$ cat src/rtl/apb_reg_completer.sv
// APB completer with a byte-strobed register bank and a read-only transfer counter in the last word.
// Optional slave-error response is enabled by defining APB_SLVERR_EN.
module apb_reg_completer #(
  parameter int ADDR_WD  = 32,
  parameter int DATA_WD  = 32,
  parameter int STRB_WD  = 4,
  parameter int PROT_WD  = 3,
  parameter int REG_NUM  = 16,
  parameter int WAIT_CYC = 2
) (
  input  logic               b_pclk,
  input  logic               b_prst,
  input  logic               b_psel,
  input  logic               b_penable,
  input  logic               b_pwrite,
  input  logic [ADDR_WD-1:0] b_paddr,
  input  logic [DATA_WD-1:0] b_pwdata,
  input  logic [PROT_WD-1:0] b_pprot,
  input  logic [STRB_WD-1:0] b_pstrb,
  output logic [DATA_WD-1:0] b_prdata,
  output logic               b_pready
`ifdef APB_SLVERR_EN
  ,
  output logic               b_pslverr
`endif
);

  localparam int OFF_WD = $clog2(STRB_WD);
  localparam int IDX_WD = $clog2(REG_NUM);
  localparam logic [ADDR_WD-1:0] LIMIT    = ADDR_WD'(REG_NUM * STRB_WD);
  localparam logic [IDX_WD-1:0]  LAST_IDX = IDX_WD'(REG_NUM - 1);

  typedef enum logic [1:0] {
    S_IDLE = 2'd0,
    S_WAIT = 2'd1,
    S_DONE = 2'd2
  } state_t;

  state_t               state;
  logic [3:0]           wait_cnt;
  logic                 wr_q;
  logic                 rng_q;
  logic [IDX_WD-1:0]    idx_q;
  logic [DATA_WD-1:0]   wdata_q;
  logic [STRB_WD-1:0]   strb_q;
  logic [DATA_WD-1:0]   regs [REG_NUM-1];
  logic [DATA_WD-1:0]   count;

  logic                 setup;
  logic                 rng_in;
  logic [IDX_WD-1:0]    idx_in;
  logic                 unused_inputs;

  assign setup         = b_psel & ~b_penable;
  assign idx_in        = b_paddr[OFF_WD +: IDX_WD];
  assign rng_in        = (b_paddr < LIMIT);
  assign unused_inputs = ^b_pprot;

  // The counter word reads its pre-increment value; out-of-range reads return zero.
  function automatic logic [DATA_WD-1:0] rd_value(input logic rng, input logic [IDX_WD-1:0] idx);
    if (!rng) begin
      return '0;
    end else if (idx == LAST_IDX) begin
      return count;
    end else begin
      return regs[idx];
    end
  endfunction

`ifdef APB_SLVERR_EN
  function automatic logic slv_err(input logic rng, input logic wr, input logic [IDX_WD-1:0] idx);
    return !rng || (wr && (idx == LAST_IDX));
  endfunction
`endif

  always_ff @(posedge b_pclk) begin
    if (b_prst) begin
      state    <= S_IDLE;
      wait_cnt <= 4'd0;
      wr_q     <= 1'b0;
      rng_q    <= 1'b0;
      idx_q    <= '0;
      wdata_q  <= '0;
      strb_q   <= '0;
      count    <= '0;
      b_prdata <= '0;
      b_pready <= 1'b0;
`ifdef APB_SLVERR_EN
      b_pslverr <= 1'b0;
`endif
      for (int i = 0; i < REG_NUM - 1; i++) begin
        regs[i] <= '0;
      end
    end else begin
      case (state)
        S_IDLE: begin
          if (setup) begin
            wr_q    <= b_pwrite;
            rng_q   <= rng_in;
            idx_q   <= idx_in;
            wdata_q <= b_pwdata;
            strb_q  <= b_pstrb;
            if (WAIT_CYC == 0) begin
              state    <= S_DONE;
              b_pready <= 1'b1;
              b_prdata <= rd_value(rng_in, idx_in);
`ifdef APB_SLVERR_EN
              b_pslverr <= slv_err(rng_in, b_pwrite, idx_in);
`endif
            end else begin
              wait_cnt <= 4'(WAIT_CYC);
              state    <= S_WAIT;
            end
          end
        end
        S_WAIT: begin
          // Deselect during the wait phase abandons the transfer with no side effects.
          if (!b_psel) begin
            state    <= S_IDLE;
            wait_cnt <= 4'd0;
          end else if (wait_cnt == 4'd1) begin
            state    <= S_DONE;
            wait_cnt <= 4'd0;
            b_pready <= 1'b1;
            b_prdata <= rd_value(rng_q, idx_q);
`ifdef APB_SLVERR_EN
            b_pslverr <= slv_err(rng_q, wr_q, idx_q);
`endif
          end else begin
            wait_cnt <= wait_cnt - 4'd1;
          end
        end
        S_DONE: begin
          state    <= S_IDLE;
          b_pready <= 1'b0;
          b_prdata <= '0;
`ifdef APB_SLVERR_EN
          b_pslverr <= 1'b0;
`endif
          if (b_psel && b_penable) begin
            count <= count + {{(DATA_WD-1){1'b0}}, 1'b1};
            if (wr_q && rng_q && (idx_q != LAST_IDX)) begin
              for (int i = 0; i < STRB_WD; i++) begin
                if (strb_q[i]) begin
                  regs[idx_q][i*8 +: 8] <= wdata_q[i*8 +: 8];
                end
              end
            end
          end
        end
        default: begin
          state    <= S_IDLE;
          wait_cnt <= 4'd0;
          b_pready <= 1'b0;
          b_prdata <= '0;
`ifdef APB_SLVERR_EN
          b_pslverr <= 1'b0;
`endif
        end
      endcase
    end
  end

endmodule
$ cat config.mk
export PLATFORM = sky130hd
export DESIGN_NAME = apb_reg_completer
export DESIGN_NICKNAME = d
export VERILOG_FILES = /design/src/rtl/apb_reg_completer.sv
export SDC_FILE = /design/constraint.sdc
export NUM_CORES = 1
export LEC_CHECK = 0
export ABC_AREA = 1
export BUFFER_PORTS_ARGS = -buffer_cell sky130_fd_sc_hd__buf_4
export CAP_MARGIN = 20
export CORE_MARGIN = 4
export CORE_UTILIZATION = 35
export CTS_CLUSTER_DIAMETER = 100
export DETAILED_ROUTE_END_ITERATION = 10
export PLACE_DENSITY_LB_ADDON = 0.05
export SLEW_MARGIN = 5
export SYNTH_ARGS = -nofsm -noshare
export SYNTH_HDL_FRONTEND = slang
export SYNTH_SLANG_ARGS = --single-unit
export TNS_END_PERCENT = 100
$ cat constraint.sdc
create_clock -name b_pclk -period 4.9 [get_ports b_pclk]
set_clock_uncertainty 0.2 [all_clocks]
set_input_delay 0.49 -clock b_pclk [delete_from_list [all_inputs] [get_ports b_pclk]]
set_output_delay 0.49 -clock b_pclk [all_outputs]
set_load 0.05 [all_outputs]
==> metrics.csv <==
metric;value;unit
most frequent cells in the layout;nand2_1 (1034), nor2_1 (630), edfxtp_1 (512), nand3_1 (368), inv_1 (333);
headroom to the max-slew limit;27.70;%
clock root cell;clkbuf_16;
CTS tree;yes;
total track usage;20.28;%
Main synth FF type;edfxtp_1;
delay-heaviest family, CP;buffers and inverters;
Final nets;3587;
CORE AREA;82240;um2
input/output buffers;103;
crit path max fanout;93;
design area;33520;um2
Crit. End Element;flip-flop;
crit-path cells;inv_6, buf_4, nand2_1, nand3_1, nand3_1, nand3_1, nand3_1, nand2_1, a21oi_1;
worst hold slack;35.59;ps
Mapped Area;29110;um2
mean routed wirelength per cell;19.35;um
Core Rows;105;
Non-Filler Instances;4634;
hold depth;3;
worst vdd ir;0.2547;mV
post-synthesis cell count;3420;
antenna-violating nets left;0;
first-pass GRT wire length;135.0;mm
total number of vias;22590;
Max Fclk;320.8;MHz
CTS Sinks;629;
# H-tree levels;3;
Lkg Pwr;13.57;nW
slowest stage delay, CP;620;ps
register area share after synthesis;60.86;%
CP startpoint kind;flip-flop;
post-route minimum period;3117;ps
number of max-cap violations;0;
Min-Delay Path Class;input port to flip-flop;
Post-DP HPWL;57.45;mm
async set-reset flop share out of synthesis;0;%
run status;finished, final reports clean;
Avg Cell Area, Syn;8.513;um2
WP data arrival;3370;ps
WS Path Type;flip-flop to flip-flop;
number of stages on the worst setup path;9;
PD cells;368.4;nW/um2
Final Setup Violations;0;
Clk Latency, worst-skew pair;610;ps
die height;296.4;um
most common cell after layout, fill and taps aside;nand2_1;
initial drt markers;1458;
Slew Limit Fails;0;
met3 wire len;3.470;mm
post-placement cell area;30860;um2
fin crit share;63.62;%
Final TNS setup;0;ps
post-CTS setup buffer count;0;
number of global-route vias before repair;22430;
Critical path buffers and inverters;2;
Slowest cell on crit path;inv_6;
Initial Util;35.40;%
layout cells sized above 1;7.830;%
Ports;109;
DIE WIDTH;296.4;um
largest net degree at the start of global routing;129;
number of detailed-route iterations in the first pass;5;
area grow syn2layout;15.14;%
fin util;40.76;%
M1 WL;40.20;mm
reg2reg setup slack;1780;ps
Yosys warning total;0;
placed cell count;4466;
Post-synth EDFFs;512;
CTS max path bufs;3;
drt total wl;89.65;mm
Worst-Margin Slew;1081;ps
Top Metal Used;met4;
FF-to-FF path depth;9;
Hold Violations, Final;0;
Die ar.;87860;um2
WP data required;5160;ps
number of antenna violations at the first check in global routing;1;
DRC viols;0;
GP Congestion;0.7962;
gr ovfl total;0;
R2R Path End;b_prdata[15]$_SDFFE_PP0P_;
RSZ-0062 raised after global routing;false;
Synth cell types;32;
hold endpoint;wdata_q[8]$_SDFFE_PP0P_;
clock slew at reported path FFs;50;ps
post-synthesis register bit count;629;
HP Start;b_pwdata[8];
CTS buffer count;73;
Detail Route met2 WL;42.93;mm
vias per inst;4.874;
Critical Path Most Common Cell;nand3_1;
how the worst max path moves through the flow:
| stage | startpoint | endpoint | slack (ps) |
|---|---|---|---|
| finish | flip-flop | b_prdata[15]$_SDFFE_PP0P_ | 1780 |
| global route | flip-flop | b_prdata[15]$_SDFFE_PP0P_ | 1560 |
| CTS | flip-flop | b_prdata[11]$_SDFFE_PP0P_ | 1680 |
| detailed placement | b_prst | regs[1][15]$_SDFFCE_PN0P_ | 1450 |
| global placement | b_prst | regs[8][20]$_SDFFCE_PN0P_ | 1510 |
| floorplan | b_prst | regs[2][0]$_SDFFCE_PN0P_ | 2660 |
registers in the layout, summed over array words and instances (netlist names), named ones only:
signal and count:
wdata_q 32, wr_q 1, count 32, state 2, rng_q 1, b_pready 1, regs 512, b_prdata 32
wait_cnt 4, strb_q 4, idx_q 4
worst min-delay path: stages:
cell     delay (ps)
buf_4            80
o21ai_0         100
a21oi_1         120
kinds of logic (layout without fill, tap and decap cells):
family / after synthesis / count (layout) / share of synthesized area [%]
flops: 629 / 629 / 60.86
compound gates: 162 / 162 / 2.824
simple gates: 2099 / 2099 / 29.19
xor+xnor: 3 / 3 / 0.09027
fa+ha+maj: 3 / 3 / 0.1289
buf+inv: 523 / 635 / 6.894
other cells: 1 / 33 / 0.01288
per-layer routing:
layer	track usage, %	up-vias
li1	-	11100
met1	27.04	10900
met2	34.15	449
met3	2.785	134
met4	6.905	0
met5	0	-
cell usage after synthesis (2+ instances only):
library cell,instances,share of area [%]
nand3b_1,4,0.10
clkbuf_1,138,1.8
inv_2,6,0.077
nand4_1,6,0.13
dfxtp_1,117,8.0
nor2_1,635,8.2
buf_1,19,0.24
buf_4,3,0.077
edfxtp_1,512,53
nor2_2,7,0.15
nand3_1,368,6.3
xor2_1,2,0.060
nand2_2,26,0.56
nor3b_1,2,0.052
inv_1,335,4.3
nor4_1,4,0.086
ha_1,3,0.13
nand2_1,1035,13
a31oi_1,2,0.043
o21ai_0,59,1.0
buf_2,20,0.34
a21oi_1,98,1.7
nor3_1,10,0.17
cell type report:
cell class	instances	area, um2
Inverter	342	1294
Antenna cell	1	2.502
Fill cell	8393	48720
Clock buffer	103	2063
Timing Repair Buffer	163	1356
Multi-Input combinational cell	2299	9525
Tap cell	1070	1339
Clock inverter	27	215.2
Sequential cell	629	17730
power breakdown:
| group | internal, W | switching, W |
|---|---|---|
| sequential | 0.00595 | 0.0000737 |
| clock | 0.00309 | 0.00219 |
| combinational | 0.000267 | 0.000787 |
what timing repair did:
| action | in CTS | in global routing |
|---|---|---|
| endpoints found under the hold margin | 35 | 0 |
| gates resized for setup | 0 | 0 |
| hold buffers | 35 | 0 |
per-stage QoR:
stage	setup slack [ps]	power, W
after global routing	1558	0.01283
after floorplan	2660	0.006738
after detailed placement	1446	0.007182
after CTS	1684	0.01252
final	1783	0.01235
after global placement	1513	0.007166
No activity file was read; power rests on OpenSTA's default activity.
